[src/rtl/pw_ctrl_pkg.sv]
// Shared definitions for the password access controller:
// state codes (also shown on the status display), state_code width,
// default digit width and the saturating failure-count helper.
package pw_ctrl_pkg;

  localparam int unsigned STATE_W        = 3;
  localparam int unsigned DIGIT_BITS_DEF = 4;

  // Code 7 is unused; the FSM recovers from it to ST_IDLE.
  typedef enum logic [STATE_W-1:0] {
    ST_IDLE  = 3'd0,
    ST_ENTRY = 3'd1,
    ST_CHECK = 3'd2,
    ST_OPEN  = 3'd3,
    ST_FAIL  = 3'd4,
    ST_LOCK  = 3'd5,
    ST_PROG  = 3'd6
  } state_e;

  function automatic logic [2:0] sat_inc(input logic [2:0] v, input logic [2:0] max_v);
    return (v < max_v) ? v + 3'd1 : v;
  endfunction

endpackage

[src/rtl/pw_timer.sv]
// Loadable down-counter shared by the entry timeout and the lockout.
// expire is high in the last counted cycle (count == 1), so a load of N
// gives exactly N cycles before the owner acts on expire.
module pw_timer #(
  parameter int unsigned W = 8
) (
  input  logic         clk,
  input  logic         rst_a,
  input  logic         load,
  input  logic [W-1:0] load_val,
  output logic         expire
);

  logic [W-1:0] cnt_q;

  // Load has priority; otherwise count down and hold at zero.
  always_ff @(posedge clk or negedge rst_a) begin
    if (!rst_a) begin
      cnt_q <= '0;
    end else if (load) begin
      cnt_q <= load_val;
    end else if (cnt_q != '0) begin
      cnt_q <= cnt_q - 1'b1;
    end
  end

  assign expire = (cnt_q == W'(1));

endmodule

[src/rtl/pw_access_ctrl.sv]
// Keypad password access controller.
// Optional feature macro: ATTEMPT_LOCKOUT_EN (enables the LOCK state after
// MAX_FAIL consecutive failures). Without it LOCK is unreachable and
// locked_out stays 0; fail_cnt still counts and saturates.
module pw_access_ctrl
  import pw_ctrl_pkg::*;
#(
  parameter int unsigned Bits          = DIGIT_BITS_DEF,
  parameter int unsigned DIGITS        = 4,
  parameter logic [Bits*DIGITS-1:0] PW_DEFAULT = 16'h1234,
  parameter int unsigned MAX_FAIL      = 3,
  parameter int unsigned LOCK_CYCLES   = 100,
  parameter int unsigned ENTRY_TIMEOUT = 50
) (
  input  logic               clk,
  input  logic               rst_a,
  input  logic               digit_valid,
  input  logic [Bits-1:0]    digit,
  input  logic               prog_req,
  output logic               unlocked,
  output logic               locked_out,
  output logic [STATE_W-1:0] state_code,
  output logic [2:0]         digit_idx,
  output logic [2:0]         fail_cnt,
  output logic               err_pulse
);

  localparam int unsigned BUF_W   = Bits * DIGITS;
  localparam int unsigned SHD_W   = BUF_W - Bits;
  localparam int unsigned TMR_MAX = (LOCK_CYCLES > ENTRY_TIMEOUT) ? LOCK_CYCLES : ENTRY_TIMEOUT;
  localparam int unsigned TMR_W   = $clog2(TMR_MAX + 1);

`ifdef ATTEMPT_LOCKOUT_EN
  localparam bit LOCKOUT_EN = 1'b1;
`else
  localparam bit LOCKOUT_EN = 1'b0;
`endif

  state_e             state_q, state_d;
  logic [BUF_W-1:0]   ent_q, ent_d;
  logic [SHD_W-1:0]   shd_q, shd_d;
  logic [BUF_W-1:0]   pw_q, pw_d;
  logic [3:0]         idx_q, idx_d;
  logic [2:0]         fail_q, fail_d, fail_inc;
  logic               err_q, err_d;
  logic               last_digit;
  logic               tmr_load, tmr_exp;
  logic [TMR_W-1:0]   tmr_val;

  pw_timer #(.W(TMR_W)) u_timer (
    .clk      (clk),
    .rst_a    (rst_a),
    .load     (tmr_load),
    .load_val (tmr_val),
    .expire   (tmr_exp)
  );

  // State and datapath registers; reset discards any entry or programming progress.
  always_ff @(posedge clk or negedge rst_a) begin
    if (!rst_a) begin
      state_q <= ST_IDLE;
      ent_q   <= '0;
      shd_q   <= '0;
      pw_q    <= PW_DEFAULT;
      idx_q   <= '0;
      fail_q  <= '0;
      err_q   <= 1'b0;
    end else begin
      state_q <= state_d;
      ent_q   <= ent_d;
      shd_q   <= shd_d;
      pw_q    <= pw_d;
      idx_q   <= idx_d;
      fail_q  <= fail_d;
      err_q   <= err_d;
    end
  end

  // Next-state, datapath updates and timer control.
  // The shadow buffer holds only the first DIGITS-1 digits; the final
  // digit is merged straight into the stored password on the commit cycle.
  always_comb begin
    state_d    = state_q;
    ent_d      = ent_q;
    shd_d      = shd_q;
    pw_d       = pw_q;
    idx_d      = idx_q;
    fail_d     = fail_q;
    err_d      = 1'b0;
    tmr_load   = 1'b0;
    tmr_val    = TMR_W'(ENTRY_TIMEOUT);
    fail_inc   = sat_inc(fail_q, 3'(MAX_FAIL));
    last_digit = ((idx_q + 4'd1) == 4'(DIGITS));

    case (state_q)
      ST_IDLE, ST_ENTRY: begin
        if (digit_valid) begin
          ent_d    = BUF_W'({ent_q, digit});
          idx_d    = idx_q + 4'd1;
          tmr_load = 1'b1;
          state_d  = last_digit ? ST_CHECK : ST_ENTRY;
        end else if (state_q == ST_ENTRY && tmr_exp) begin
          state_d = ST_IDLE;
          err_d   = 1'b1;
          idx_d   = '0;
          ent_d   = '0;
        end
      end
      ST_CHECK: begin
        idx_d = '0;
        ent_d = '0;
        if (ent_q == pw_q) begin
          state_d = ST_OPEN;
          fail_d  = '0;
        end else begin
          state_d = ST_FAIL;
          err_d   = 1'b1;
        end
      end
      ST_FAIL: begin
        fail_d = fail_inc;
        if (LOCKOUT_EN && fail_inc == 3'(MAX_FAIL)) begin
          state_d  = ST_LOCK;
          tmr_load = 1'b1;
          tmr_val  = TMR_W'(LOCK_CYCLES);
        end else begin
          state_d = ST_IDLE;
        end
      end
      ST_LOCK: begin
        if (tmr_exp) begin
          state_d = ST_IDLE;
          fail_d  = '0;
        end
      end
      ST_OPEN: begin
        if (digit_valid) begin
          if (prog_req) begin
            state_d  = ST_PROG;
            shd_d    = '0;
            idx_d    = '0;
            tmr_load = 1'b1;
          end else begin
            state_d = ST_IDLE;
          end
        end
      end
      ST_PROG: begin
        if (digit_valid) begin
          tmr_load = 1'b1;
          if (last_digit) begin
            pw_d    = {shd_q, digit};
            shd_d   = '0;
            idx_d   = '0;
            state_d = ST_IDLE;
          end else begin
            shd_d = SHD_W'({shd_q, digit});
            idx_d = idx_q + 4'd1;
          end
        end else if (tmr_exp) begin
          state_d = ST_IDLE;
          err_d   = 1'b1;
          idx_d   = '0;
          shd_d   = '0;
        end
      end
      default: state_d = ST_IDLE;
    endcase
  end

  assign unlocked   = (state_q == ST_OPEN);
`ifdef ATTEMPT_LOCKOUT_EN
  assign locked_out = (state_q == ST_LOCK);
`else
  assign locked_out = 1'b0;
`endif
  assign state_code = state_q;
  assign digit_idx  = idx_q[2:0];
  assign fail_cnt   = fail_q;
  assign err_pulse  = err_q;

endmodule
[config.mk]
export PLATFORM = sky130hd
export DESIGN_NAME = pw_access_ctrl
export DESIGN_NICKNAME = d
export VERILOG_FILES = /design/src/rtl/pw_ctrl_pkg.sv /design/src/rtl/pw_timer.sv /design/src/rtl/pw_access_ctrl.sv
export SDC_FILE = /design/constraint.sdc
export NUM_CORES = 1
export LEC_CHECK = 0
export ABC_AREA = 1
export CELL_PAD_IN_SITES_DETAIL_PLACEMENT = 1
export CELL_PAD_IN_SITES_GLOBAL_PLACEMENT = 1
export CORE_AREA = 5 5 98 100
export DETAILED_ROUTE_END_ITERATION = 10
export DIE_AREA = 0 0 103 105
export MAX_ROUTING_LAYER = met4
export PLACE_DENSITY_LB_ADDON = 0.1
export SLEW_MARGIN = 20
export SYNTH_ARGS = -nofsm -noshare
export SYNTH_HDL_FRONTEND = slang
export SYNTH_SLANG_ARGS = --single-unit
[constraint.sdc]
create_clock -name clk -period 2.7 [get_ports clk]
set_clock_uncertainty 0.15 [all_clocks]
set_input_delay 0.405 -clock clk [delete_from_list [all_inputs] [get_ports clk]]
set_output_delay 0.405 -clock clk [all_outputs]
set_load 0.01 [all_outputs]
==> results of run 1 <==
## flip-flops by register name, indices dropped and copies added (netlist names)
| name | count |
|---|---|
| ent_q | 16 |
| err_pulse | 1 |
| fail_cnt | 3 |
| idx_q | 4 |
| pw_q | 16 |
| shd_q | 12 |
| state_code | 3 |
| u_timer.cnt_q | 7 |
## critical path, cell delays in order, from the launching register on
cell and delay, ns:
sky130_fd_sc_hd__dfrtp_1 0.46, sky130_fd_sc_hd__inv_2 0.13, sky130_fd_sc_hd__nand3_2 0.13, sky130_fd_sc_hd__inv_2 0.09
sky130_fd_sc_hd__clkdlybuf4s50_1 0.53
## metal layers
metal,vias to the layer above,share of wire (%)
met5,-,0
met4,0,1.3
met3,7,1.5
met2,20,49
met1,1239,48
li1,1282,-
## through the flow
step | hold WS (ns) | utilization [%]
3_5_place_dp | 0.3305 | 41.70
2_1_floorplan | -0.04059 | -
3_3_place_gp | 0.3194 | 41.70
6_report | 0.09172 | 44.22
4_1_cts | 0.1283 | 44.22
5_1_grt | 0.1572 | 44.22
## cell families (layout without fill, tap and decap cells)
family	count (synthesis)	in the layout	share of synthesized area, %
AND/OR/NAND/NOR	172	172	24.06
buffers and inverters	92	116	11.71
AO/OA/AOI/OAI	62	62	13.70
flip-flops	62	62	46.59
adder cells (fa/ha/maj)	6	6	2.245
XOR/XNOR	4	4	1.273
other	1	1	0.1122
multiplexers	1	1	0.2994
## worst paths after layout
kind                                            from                   endpoint  slack (ns)
max reg2reg                     idx_q[0]$_DFFE_PN0P_  state_code[2]$_DFFE_PN0P_        0.67
max                        state_code[2]$_DFFE_PN0P_                   unlocked        0.47
min reg2reg                      pw_q[2]$_DFFE_PN1P_        pw_q[2]$_DFFE_PN1P_        0.34
max in group asynchronous                      rst_a      ent_q[15]$_DFFE_PN0P_        1.77
min                                            rst_a       ent_q[6]$_DFFE_PN0P_        0.09
min in group clk                 pw_q[2]$_DFFE_PN1P_        pw_q[2]$_DFFE_PN1P_        0.34
## area by class of cell
type | count | share of cell area, %
Inverter | 79 | 7.870
Timing Repair Buffer | 21 | 5.203
Tap cell | 108 | 3.556
Clock buffer | 13 | 3.918
Clock inverter | 3 | 1.778
Multi-Input combinational cell | 246 | 36.68
Sequential cell | 62 | 40.99
## power by group
group | internal [mW] | switching (mW) | total [mW]
Combinational | 0.250 | 0.381 | 0.631
Sequential | 1.09 | 0.104 | 1.19
Clock | 0.547 | 0.351 | 0.898
Total | 1.89 | 0.836 | 2.72
## layout by cell type (no fill, tap or decap), types with 3 or more instances in the layout
master and count:
sky130_fd_sc_hd__nand2_1 99, sky130_fd_sc_hd__inv_1 69, sky130_fd_sc_hd__dfrtp_1 57, sky130_fd_sc_hd__nand3_1 28, sky130_fd_sc_hd__nor2_1 20, sky130_fd_sc_hd__o21ai_1 18
sky130_fd_sc_hd__clkdlybuf4s50_1 17, sky130_fd_sc_hd__o22ai_2 12, sky130_fd_sc_hd__clkbuf_8 10, sky130_fd_sc_hd__inv_2 9, sky130_fd_sc_hd__o21ai_0 9, sky130_fd_sc_hd__o21ai_2 9
sky130_fd_sc_hd__nor2_2 7, sky130_fd_sc_hd__a21oi_1 6, sky130_fd_sc_hd__ha_1 6, sky130_fd_sc_hd__nand2_2 5, sky130_fd_sc_hd__dfstp_2 5, sky130_fd_sc_hd__nand3_2 4
sky130_fd_sc_hd__nor2_4 3, sky130_fd_sc_hd__o22ai_1 3, sky130_fd_sc_hd__clkbuf_1 3, sky130_fd_sc_hd__buf_4 3
==> parameters.txt, run 1 <==
Parameter                              Value

Logic synthesis
  Post-synth design cell area    3343 um^2
  Biggest area consumer among synthesized cells    sky130_fd_sc_hd__dfrtp_1
  List of most frequent post-synthesis cells    sky130_fd_sc_hd__nand2_1, sky130_fd_sc_hd__inv_1, sky130_fd_sc_hd__dfrtp_1, sky130_fd_sc_hd__nand3_1, sky130_fd_sc_hd__nor2_1
  Mapped Nets    414
  Proportion of register bits with asynchronous set or reset after synthesis    100.0%
  Most frequently used cell type in the post-synthesis netlist    sky130_fd_sc_hd__nand2_1
  Number of synthesized register bits    62
  Sequential fraction of the synthesis area    46.59%
  Dominant cells by area after synthesis    sky130_fd_sc_hd__dfrtp_1, sky130_fd_sc_hd__nand2_1, sky130_fd_sc_hd__inv_1, sky130_fd_sc_hd__o22ai_2, sky130_fd_sc_hd__nand3_1
  Post-synth EDFFs    0
  Distinct cells, synth    37
  Portion of synthesized cell area occupied by the leading cell type    42.66%
  Yosys warning total    0
  Main flop type after synthesis    sky130_fd_sc_hd__dfrtp_1
  Synthesized netlist cell count    400
  Per-instance average area after synthesis    8.358 um^2

Clocking
  Root buffer cell    sky130_fd_sc_hd__clkbuf_8
  Number of levels the H-tree was split into    3
  Post-CTS Setup Inserts    0
  Resized cells post-CTS    0
  Number of buffers on the longest clock path    2
  Hold buffers post-CTS    0
  TritonCTS clock tree    done
  Clock latency on the worst-skew pair    0.33 ns
  Num Clock Sinks    62
  Clk slew on worst S/H paths    0.07 ns
  CTS buffer count    9

Detailed routing
  Number of optimization iterations in the first detailed-route pass    4
  Violation count after the first detailed-route iteration    98
  Detail-routed via count per cell    4.789
  Average routed wire per standard cell    14.59 um
  Number of nets with antenna violations after routing    0
  Detailed-route DRC error count    0
  Total detailed-routing wirelength    7764 um
  Number of vias after detailed routing    2,548

Floorplanning
  Width of the chip    103 um
  Die Ht    105 um
  Top-Level Pins    20
  FP Rows    34
  Total Die Area    10,820 um^2
  Initial standard-cell utilization of the core    38.91%
  Placeable core region    8593 um^2

Timing
  Fmax    0.4494 GHz
  Unrepaired setup endpoints after global routing    no
  Slew at the pin closest to its max-slew limit    0.8040 ns
  Post-route minimum period    2.225 ns
  Number of failing hold endpoints at the final stage    0
  Pins over their slew limit    0
  Final critical-path share of the clock period    82.42%
  Finish-stage setup viols    0
  Slew margin rel.    46.40%
  Min setup slack post-route    0.4746 ns
  Setup TNS    0 ns

Setup path
  Critical path startpoint category    flop
  Cell depth of the worst flop-to-flop path    9
  Crit path arrival time    1.67 ns
  Endpoint kind of the worst setup timing path    output port
  Type of the worst setup path    flop to output port
  Worst Path Max Fanout    5
  Required time reported for the critical path endpoint    2.14 ns

Power
  Worst IR Drop VDD    0.0002932 V
  Static leakage    1.856 nW
  Post-route total power    2.723 mW
  Cell Pwr Density    716.7 nW/um^2

Cells and area
  Footprint of the flip-flops and latches    1558 um^2
  Multi-input gate area    1394 um^2
  Final Non-Filler Cells    532
  Inserted Diodes    0
  FILL cells    1,051
  Synthesis-to-layout area growth    13.66%
  Share of final-layout standard cells stronger than drive strength 1    18.16%
  Post-Layout Inst Area    3800 um^2
  Fin nets    433

Placed design
  Cell count after placement    516
  Post-DP HPWL    5676 um
  Number of port buffers    18
  Area post-placement    3583 um^2
  Worst slack at placement    0.3605 ns
  Placer congestion estimate    0.7268

Global routing
  Via count of the first global-routing pass    2,703
  Fraction of met3 tracks used by global routing    2.332%
  Met2 Resource Use GR    25.34%
  Initial antenna violation count    0
  Most utilized layer in the global route result    met2
  Total overflow reported by the global router    0
  First-pass GRT wire length    13,430 um
  Largest net degree at the start of global routing    63
  Global-route met1 utilization    21.47%
  GRT Resource Usage Total    16.29%

Run status
  Outcome    finished, final reports clean

Min path
  Worst Hold Class    primary input to asynchronous set/reset pin

Job
  Number of maximum-capacitance constraint violations    0
(Power assumes the default switching activity.)
==> run 2: changes to the inputs <==
==> constraint.sdc (replaced) <==
create_clock -name clk -period 2.11 [get_ports clk]
set_clock_uncertainty 0.15 [all_clocks]
set_input_delay 0.3165 -clock clk [delete_from_list [all_inputs] [get_ports clk]]
set_output_delay 0.3165 -clock clk [all_outputs]
set_load 0.01 [all_outputs]
==> parameters.txt, run 2 (synthesis results as in run 1) <==
Parameter                              Value

Setup path
  Endpoint kind of the worst setup timing path    flop
  Critical path startpoint category    flop
  Crit path arrival time    1.95 ns
  Reg-to-reg slack, setup    0.24 ns
  Required time reported for the critical path endpoint    2.19 ns
  Cell type with the highest occurrence count on the critical path    sky130_fd_sc_hd__nand2_1
  Crit path buf inv count    1
  Worst Path Max Fanout    3
  Slowest cell on the critical path    sky130_fd_sc_hd__dfstp_2
  CP Cell Sequence    inv_1 -> nand2_1 -> nand2_1 -> nor2_1 -> nand2_1 -> nor2_1 -> nand3_1 -> nand2_1 -> nand2_1 -> nand2_1 -> nand2_1
  Type of the worst setup path    flop to flop
  Kind of cell with the highest combined delay on the critical path    simple AND/OR/NAND/NOR gates
  CP max stage delay    0.55 ns

Cells and area
  Fin nets    438
  Commonest non-fill, non-tap cells in the layout    sky130_fd_sc_hd__nand2_1, sky130_fd_sc_hd__inv_1, sky130_fd_sc_hd__dfrtp_1
  Final Non-Filler Cells    537
  Synthesis-to-layout area growth    16.88%
  Leading registers by flop count    ent_q x16, pw_q x16, shd_q x12
  Most frequent standard cell in the layout excluding fill and tap cells    sky130_fd_sc_hd__nand2_1
  Finished Core Util    45.47%
  Inserted Diodes    0
  Share of final-layout standard cells stronger than drive strength 1    19.81%
  FILL cells    1,050

Detailed routing
  Number of optimization iterations in the first detailed-route pass    4
  Average routed wire per standard cell    14.72 um
  Total detailed-routing wirelength    7907 um
  Top routing layer in use    met4
  Number of nets with antenna violations after routing    0
  Met3 wirelength from detailed routing    144 um
  Number of vias after detailed routing    2,582
  Metal1 wirelength    3797 um
  Detail-routed via count per cell    4.808
  Violation count after the first detailed-route iteration    103
  Detailed-route DRC error count    0
  Met2 wire len    3892 um

Run status
  Outcome    finished, final reports clean

Timing
  Post-route minimum period    1.871 ns
  Unrepaired setup endpoints after global routing    no
  Finish-stage setup viols    0
  Fin Hold WS    0.3347 ns
  Pins over their slew limit    0
  Fmax    0.5344 GHz
  Final critical-path share of the clock period    88.68%
  Number of failing hold endpoints at the final stage    0
  Setup TNS    0 ns

Floorplanning
  Placeable core region    8593 um^2
  FP Rows    34
  Top-Level Pins    20
  Die Ht    105 um
  Total Die Area    10,820 um^2
  Width of the chip    103 um
  Initial standard-cell utilization of the core    38.91%

Clocking
  TritonCTS clock tree    done
  Root buffer cell    sky130_fd_sc_hd__clkbuf_8
  Post-CTS Setup Inserts    0
  Number of levels the H-tree was split into    3
  CTS buffer count    9
  Clock latency on the worst-skew pair    0.34 ns
  Clk slew on worst S/H paths    0.07 ns
  Number of buffers on the longest clock path    2
  Num Clock Sinks    62

Power
  Static leakage    1.924 nW
  Worst IR Drop VDD    0.0004711 V
  Cell Pwr Density    917.0 nW/um^2

Placed design
  Cell count after placement    520
  Number of port buffers    18
  Post-DP HPWL    5651 um
  Placer congestion estimate    0.7617

Global routing
  Largest net degree at the start of global routing    63
  First-pass GRT wire length    13,750 um
  Initial antenna violation count    0
  Via count of the first global-routing pass    2,814
  GRT Resource Usage Total    16.59%
  Total overflow reported by the global router    0

Job
  Number of maximum-capacitance constraint violations    0

Min path
  Worst Hold Class    flop to flop
==> run 2: cell count changes in the layout (fill, tap and decap cells not counted), sizes merged <==
cell	before	now
dlymetal6s2s	0	1
dlygate4sd3	0	1
clkinvlp	1	0
buf	4	8
clkdlybuf4s50	17	16
clkinv	0	1
==> run 2: final timing paths <==
| check | to | from | cells after the start |
|---|---|---|---|
| max | fail_cnt[0]$_DFFE_PN0P_ | pw_q[9]$_DFFE_PN1P_ | 11 |
| min | pw_q[12]$_DFFE_PN1P_ | pw_q[12]$_DFFE_PN1P_ | 2 |
| min reg2reg | pw_q[12]$_DFFE_PN1P_ | pw_q[12]$_DFFE_PN1P_ | 2 |
| min in group asynchronous | pw_q[1]$_DFFE_PN0P_ | rst_a | 3 |
| max reg2reg | fail_cnt[0]$_DFFE_PN0P_ | pw_q[9]$_DFFE_PN1P_ | 11 |
| max in group asynchronous | pw_q[2]$_DFFE_PN1P_ | rst_a | 3 |
==> run 2: per-layer routing <==
layer	vias to the layer above	global-route usage [%]
met4	0	4.163
met2	22	26.49
met3	8	3.264
li1	1286	-
met5	-	-
met1	1266	21.55
==> run 2: layout make-up <==
cell class,instances,area (um^2),share of cell area (%)
flip-flops and latches,62,1560,39.93
inverters,79,299.0,7.653
clock inverters,3,65.06,1.665
clock buffers,13,168.9,4.323
repair buffers,26,277.8,7.109
multi-input cells,246,1401,35.86
well taps,108,135.1,3.458
==> run 2: worst reg2reg max path, cell delays in order (launching register included) <==
cell	delay [ns]
sky130_fd_sc_hd__dfstp_2	0.55
sky130_fd_sc_hd__inv_1	0.04
sky130_fd_sc_hd__nand2_1	0.05
sky130_fd_sc_hd__nand2_1	0.06
sky130_fd_sc_hd__nor2_1	0.11
sky130_fd_sc_hd__nand2_1	0.06
sky130_fd_sc_hd__nor2_1	0.23
sky130_fd_sc_hd__nand3_1	0.18
sky130_fd_sc_hd__nand2_1	0.12
sky130_fd_sc_hd__nand2_1	0.09
sky130_fd_sc_hd__nand2_1	0.07
sky130_fd_sc_hd__nand2_1	0.06
==> run 2: where the power goes <==
| part | switching [mW] | total, mW | internal [mW] | leakage [nW] |
|---|---|---|---|---|
| registers | 0.133 | 1.53 | 1.40 | 0.786 |
| logic | 0.494 | 0.820 | 0.326 | 1.02 |
| clock network | 0.473 | 1.23 | 0.762 | 0.120 |
| total | 1.10 | 3.58 | 2.48 | 1.92 |
==> run 2: timing repair <==
item | in CTS | in global routing
endpoints found under the hold margin | 57 | 0
pin swaps | 0 | 0
gates cloned | 0 | 0
endpoints found under the setup margin | 1 | 1
hold buffers | 1 | 0
gates resized for setup | 2 | 2
==> run 2: stage by stage <==
step	total power, mW	area, um^2	worst slack [ns]
detailed placement	2.379	3651	0.07416
global route	3.796	3908	0.06086
CTS	3.635	3904	0.007309
finish	3.583	3908	0.2388
global placement	2.348	3651	0.1549
floorplan	2.127	3343	0.4486
==> run 3: changes to the inputs <==
--- a/config.mk
+++ b/config.mk
@@ -8,9 +8,9 @@
 export ABC_AREA = 1
 export CELL_PAD_IN_SITES_DETAIL_PLACEMENT = 1
 export CELL_PAD_IN_SITES_GLOBAL_PLACEMENT = 1
-export CORE_AREA = 5 5 98 100
+export CORE_AREA = 5 5 93 95
 export DETAILED_ROUTE_END_ITERATION = 10
-export DIE_AREA = 0 0 103 105
+export DIE_AREA = 0 0 98 100
 export MAX_ROUTING_LAYER = met4
 export PLACE_DENSITY_LB_ADDON = 0.1
 export SLEW_MARGIN = 20
==> parameters.txt, run 3 (synthesis results as in run 1) <==
Parameter                              Value

Run status
  Outcome    finished, final reports clean

Power
  Internal power    2.510 mW
  Clk pwr share    35.5%
  Static leakage    1.925 nW
  Relative contribution of combinational cells to total power    22.6%
  Cell Pwr Density    933.3 nW/um^2
  Share of total power consumed by net switching    31.39%
  Post-route total power    3.659 mW
  Worst IR Drop VDD    0.0005146 V
  Switching component of the power    1.149 mW
  Register share of total power    41.9%

Setup path
  Worst Path Max Fanout    15
  Endpoint of the most critical register-to-register path    ent_q[0]$_DFFE_PN0P_
  Cell depth of the worst flop-to-flop path    6
  Type of the worst setup path    flop to flop
  Reg-to-reg slack, setup    0.21 ns
  Setup crit end    ent_q[0]$_DFFE_PN0P_
  Critical path startpoint category    flop
  Required time reported for the critical path endpoint    2.16 ns
  Endpoint kind of the worst setup timing path    flop
  Crit path arrival time    1.95 ns
  Reg-to-reg critical path startpoint    u_timer.cnt_q[3]$_DFFE_PN0P_
  Launching instance or port of the critical path    u_timer.cnt_q[3]$_DFFE_PN0P_

Cells and area
  Synthesis-to-layout area growth    17.25%
  Commonest non-fill, non-tap cells in the layout    sky130_fd_sc_hd__nand2_1, sky130_fd_sc_hd__inv_1, sky130_fd_sc_hd__dfrtp_1
  Inserted Diodes    0
  Most frequent standard cell in the layout excluding fill and tap cells    sky130_fd_sc_hd__nand2_1
  FILL cells    928
  Share of final-layout standard cells stronger than drive strength 1    20.23%
  Fin nets    439
  Leading registers by flop count    ent_q x16, pw_q x16, shd_q x12
  Multi-input gate area    1401 um^2
  Footprint of the flip-flops and latches    1560 um^2

Detailed routing
  Number of vias after detailed routing    2,624
  Number of optimization iterations in the first detailed-route pass    4
  Violation count after the first detailed-route iteration    68
  Number of nets with antenna violations after routing    0
  Average routed wire per standard cell    15.22 um
  Total detailed-routing wirelength    8099 um
  Detail-routed via count per cell    4.932
  Detailed-route DRC error count    0

Floorplanning
  Initial standard-cell utilization of the core    43.72%
  Top-Level Pins    20
  Width of the chip    98 um
  FP Rows    32
  Die Ht    100 um
  Placeable core region    7647 um^2
  Total Die Area    9800 um^2

Placed design
  Post-DP HPWL    5759 um
  Placer congestion estimate    0.8054
  Number of port buffers    18

Job
  Number of maximum-capacitance constraint violations    0

Global routing
  Initial antenna violation count    0
  Total overflow reported by the global router    0
  GRT Resource Usage Total    18.86%
  Via count of the first global-routing pass    2,941
  Largest net degree at the start of global routing    63
  First-pass GRT wire length    14,270 um

Clocking
  Clock latency on the worst-skew pair    0.35 ns
  Clk slew on worst S/H paths    0.07 ns
  Number of levels the H-tree was split into    3
  CTS buffer count    9
  TritonCTS clock tree    done
  Root buffer cell    sky130_fd_sc_hd__clkbuf_8
  Number of buffers on the longest clock path    2
  Num Clock Sinks    62

Timing
  Number of failing hold endpoints at the final stage    0
  Unrepaired setup endpoints after global routing    no
  Setup TNS    0 ns
  Post-route minimum period    1.896 ns
  Fmax    0.5273 GHz
  Finish-stage setup viols    0
  Pins over their slew limit    0
  Final critical-path share of the clock period    89.87%

Min path
  Worst Hold Class    flop to flop
-- run 3: final cells by class --
class	instances	area share, %
well taps	102	3.256
inverters	79	7.628
repair buffers	27	7.277
multi-input cells	246	35.75
clock buffers	9	3.160
flip-flops and latches	62	39.80
clock inverters	7	3.128
-- run 3: worst max-delay path, stage by stage, from the launching register on --
cell,delay [ns]
sky130_fd_sc_hd__dfrtp_1,0.41
sky130_fd_sc_hd__nor2_1,0.24
sky130_fd_sc_hd__nand3_2,0.20
sky130_fd_sc_hd__nor2_4,0.17
sky130_fd_sc_hd__o21ai_4,0.08
sky130_fd_sc_hd__nand2_2,0.36
sky130_fd_sc_hd__o22ai_2,0.13
-- run 3: per-stage QoR --
step           hold WS, ns  utilization, %  cell area (um^2)  cells  setup WS (ns)
2_1_floorplan      -0.1291               -              3343    400         0.4486
3_3_place_gp        0.2090           47.64              3643    514         0.1372
3_5_place_dp        0.2176           47.64              3643    514        0.09173
4_1_cts             0.3421           51.13              3910    532       0.006780
5_1_grt             0.3698           51.26              3920    532        0.01095
6_report            0.3393           51.26              3920    532         0.2137
-- run 3: worst min-delay path by stage --
| stage | from | to | slack [ns] | cells after the start |
|---|---|---|---|---|
| after floorplan | rst_a | ent_q[0]$_DFFE_PN0P_ | -0.13 | 0 |
| after global placement | rst_a | ent_q[5]$_DFFE_PN0P_ | 0.21 | 2 |
| after detailed placement | rst_a | ent_q[5]$_DFFE_PN0P_ | 0.22 | 2 |
| after CTS | pw_q[12]$_DFFE_PN1P_ | pw_q[12]$_DFFE_PN1P_ | 0.34 | 2 |
| after global routing | pw_q[9]$_DFFE_PN1P_ | pw_q[9]$_DFFE_PN1P_ | 0.37 | 2 |
| final | pw_q[12]$_DFFE_PN1P_ | pw_q[12]$_DFFE_PN1P_ | 0.34 | 2 |
-- run 3: what timing repair did --
action	CTS	global route
resized for setup	2	2
hold buffers	1	0
endpoints found under the hold margin	57	0
buffers inserted	1	0
endpoints found under the setup margin	1	1
-- run 3: power groups by stage --
| stage | Combinational [mW] | Clock [mW] | Sequential [mW] |
|---|---|---|---|
| CTS | 0.846 | 1.33 | 1.53 |
| finish | 0.828 | 1.30 | 1.53 |
| global placement | 0.805 | 0 | 1.54 |
| detailed placement | 0.831 | 0 | 1.55 |
| global route | 0.940 | 1.39 | 1.56 |
| floorplan | 0.608 | 0 | 1.52 |
-- run 3: metal layers --
metal / global-route usage [%] / vias to the layer above / part of all wire, %
li1: - / 1298 / -
met1: 22.32 / 1284 / 45
met2: 32.46 / 31 / 50
met3: 2.988 / 11 / 2.9
met4: 7.135 / 0 / 1.8
met5: - / - / 0
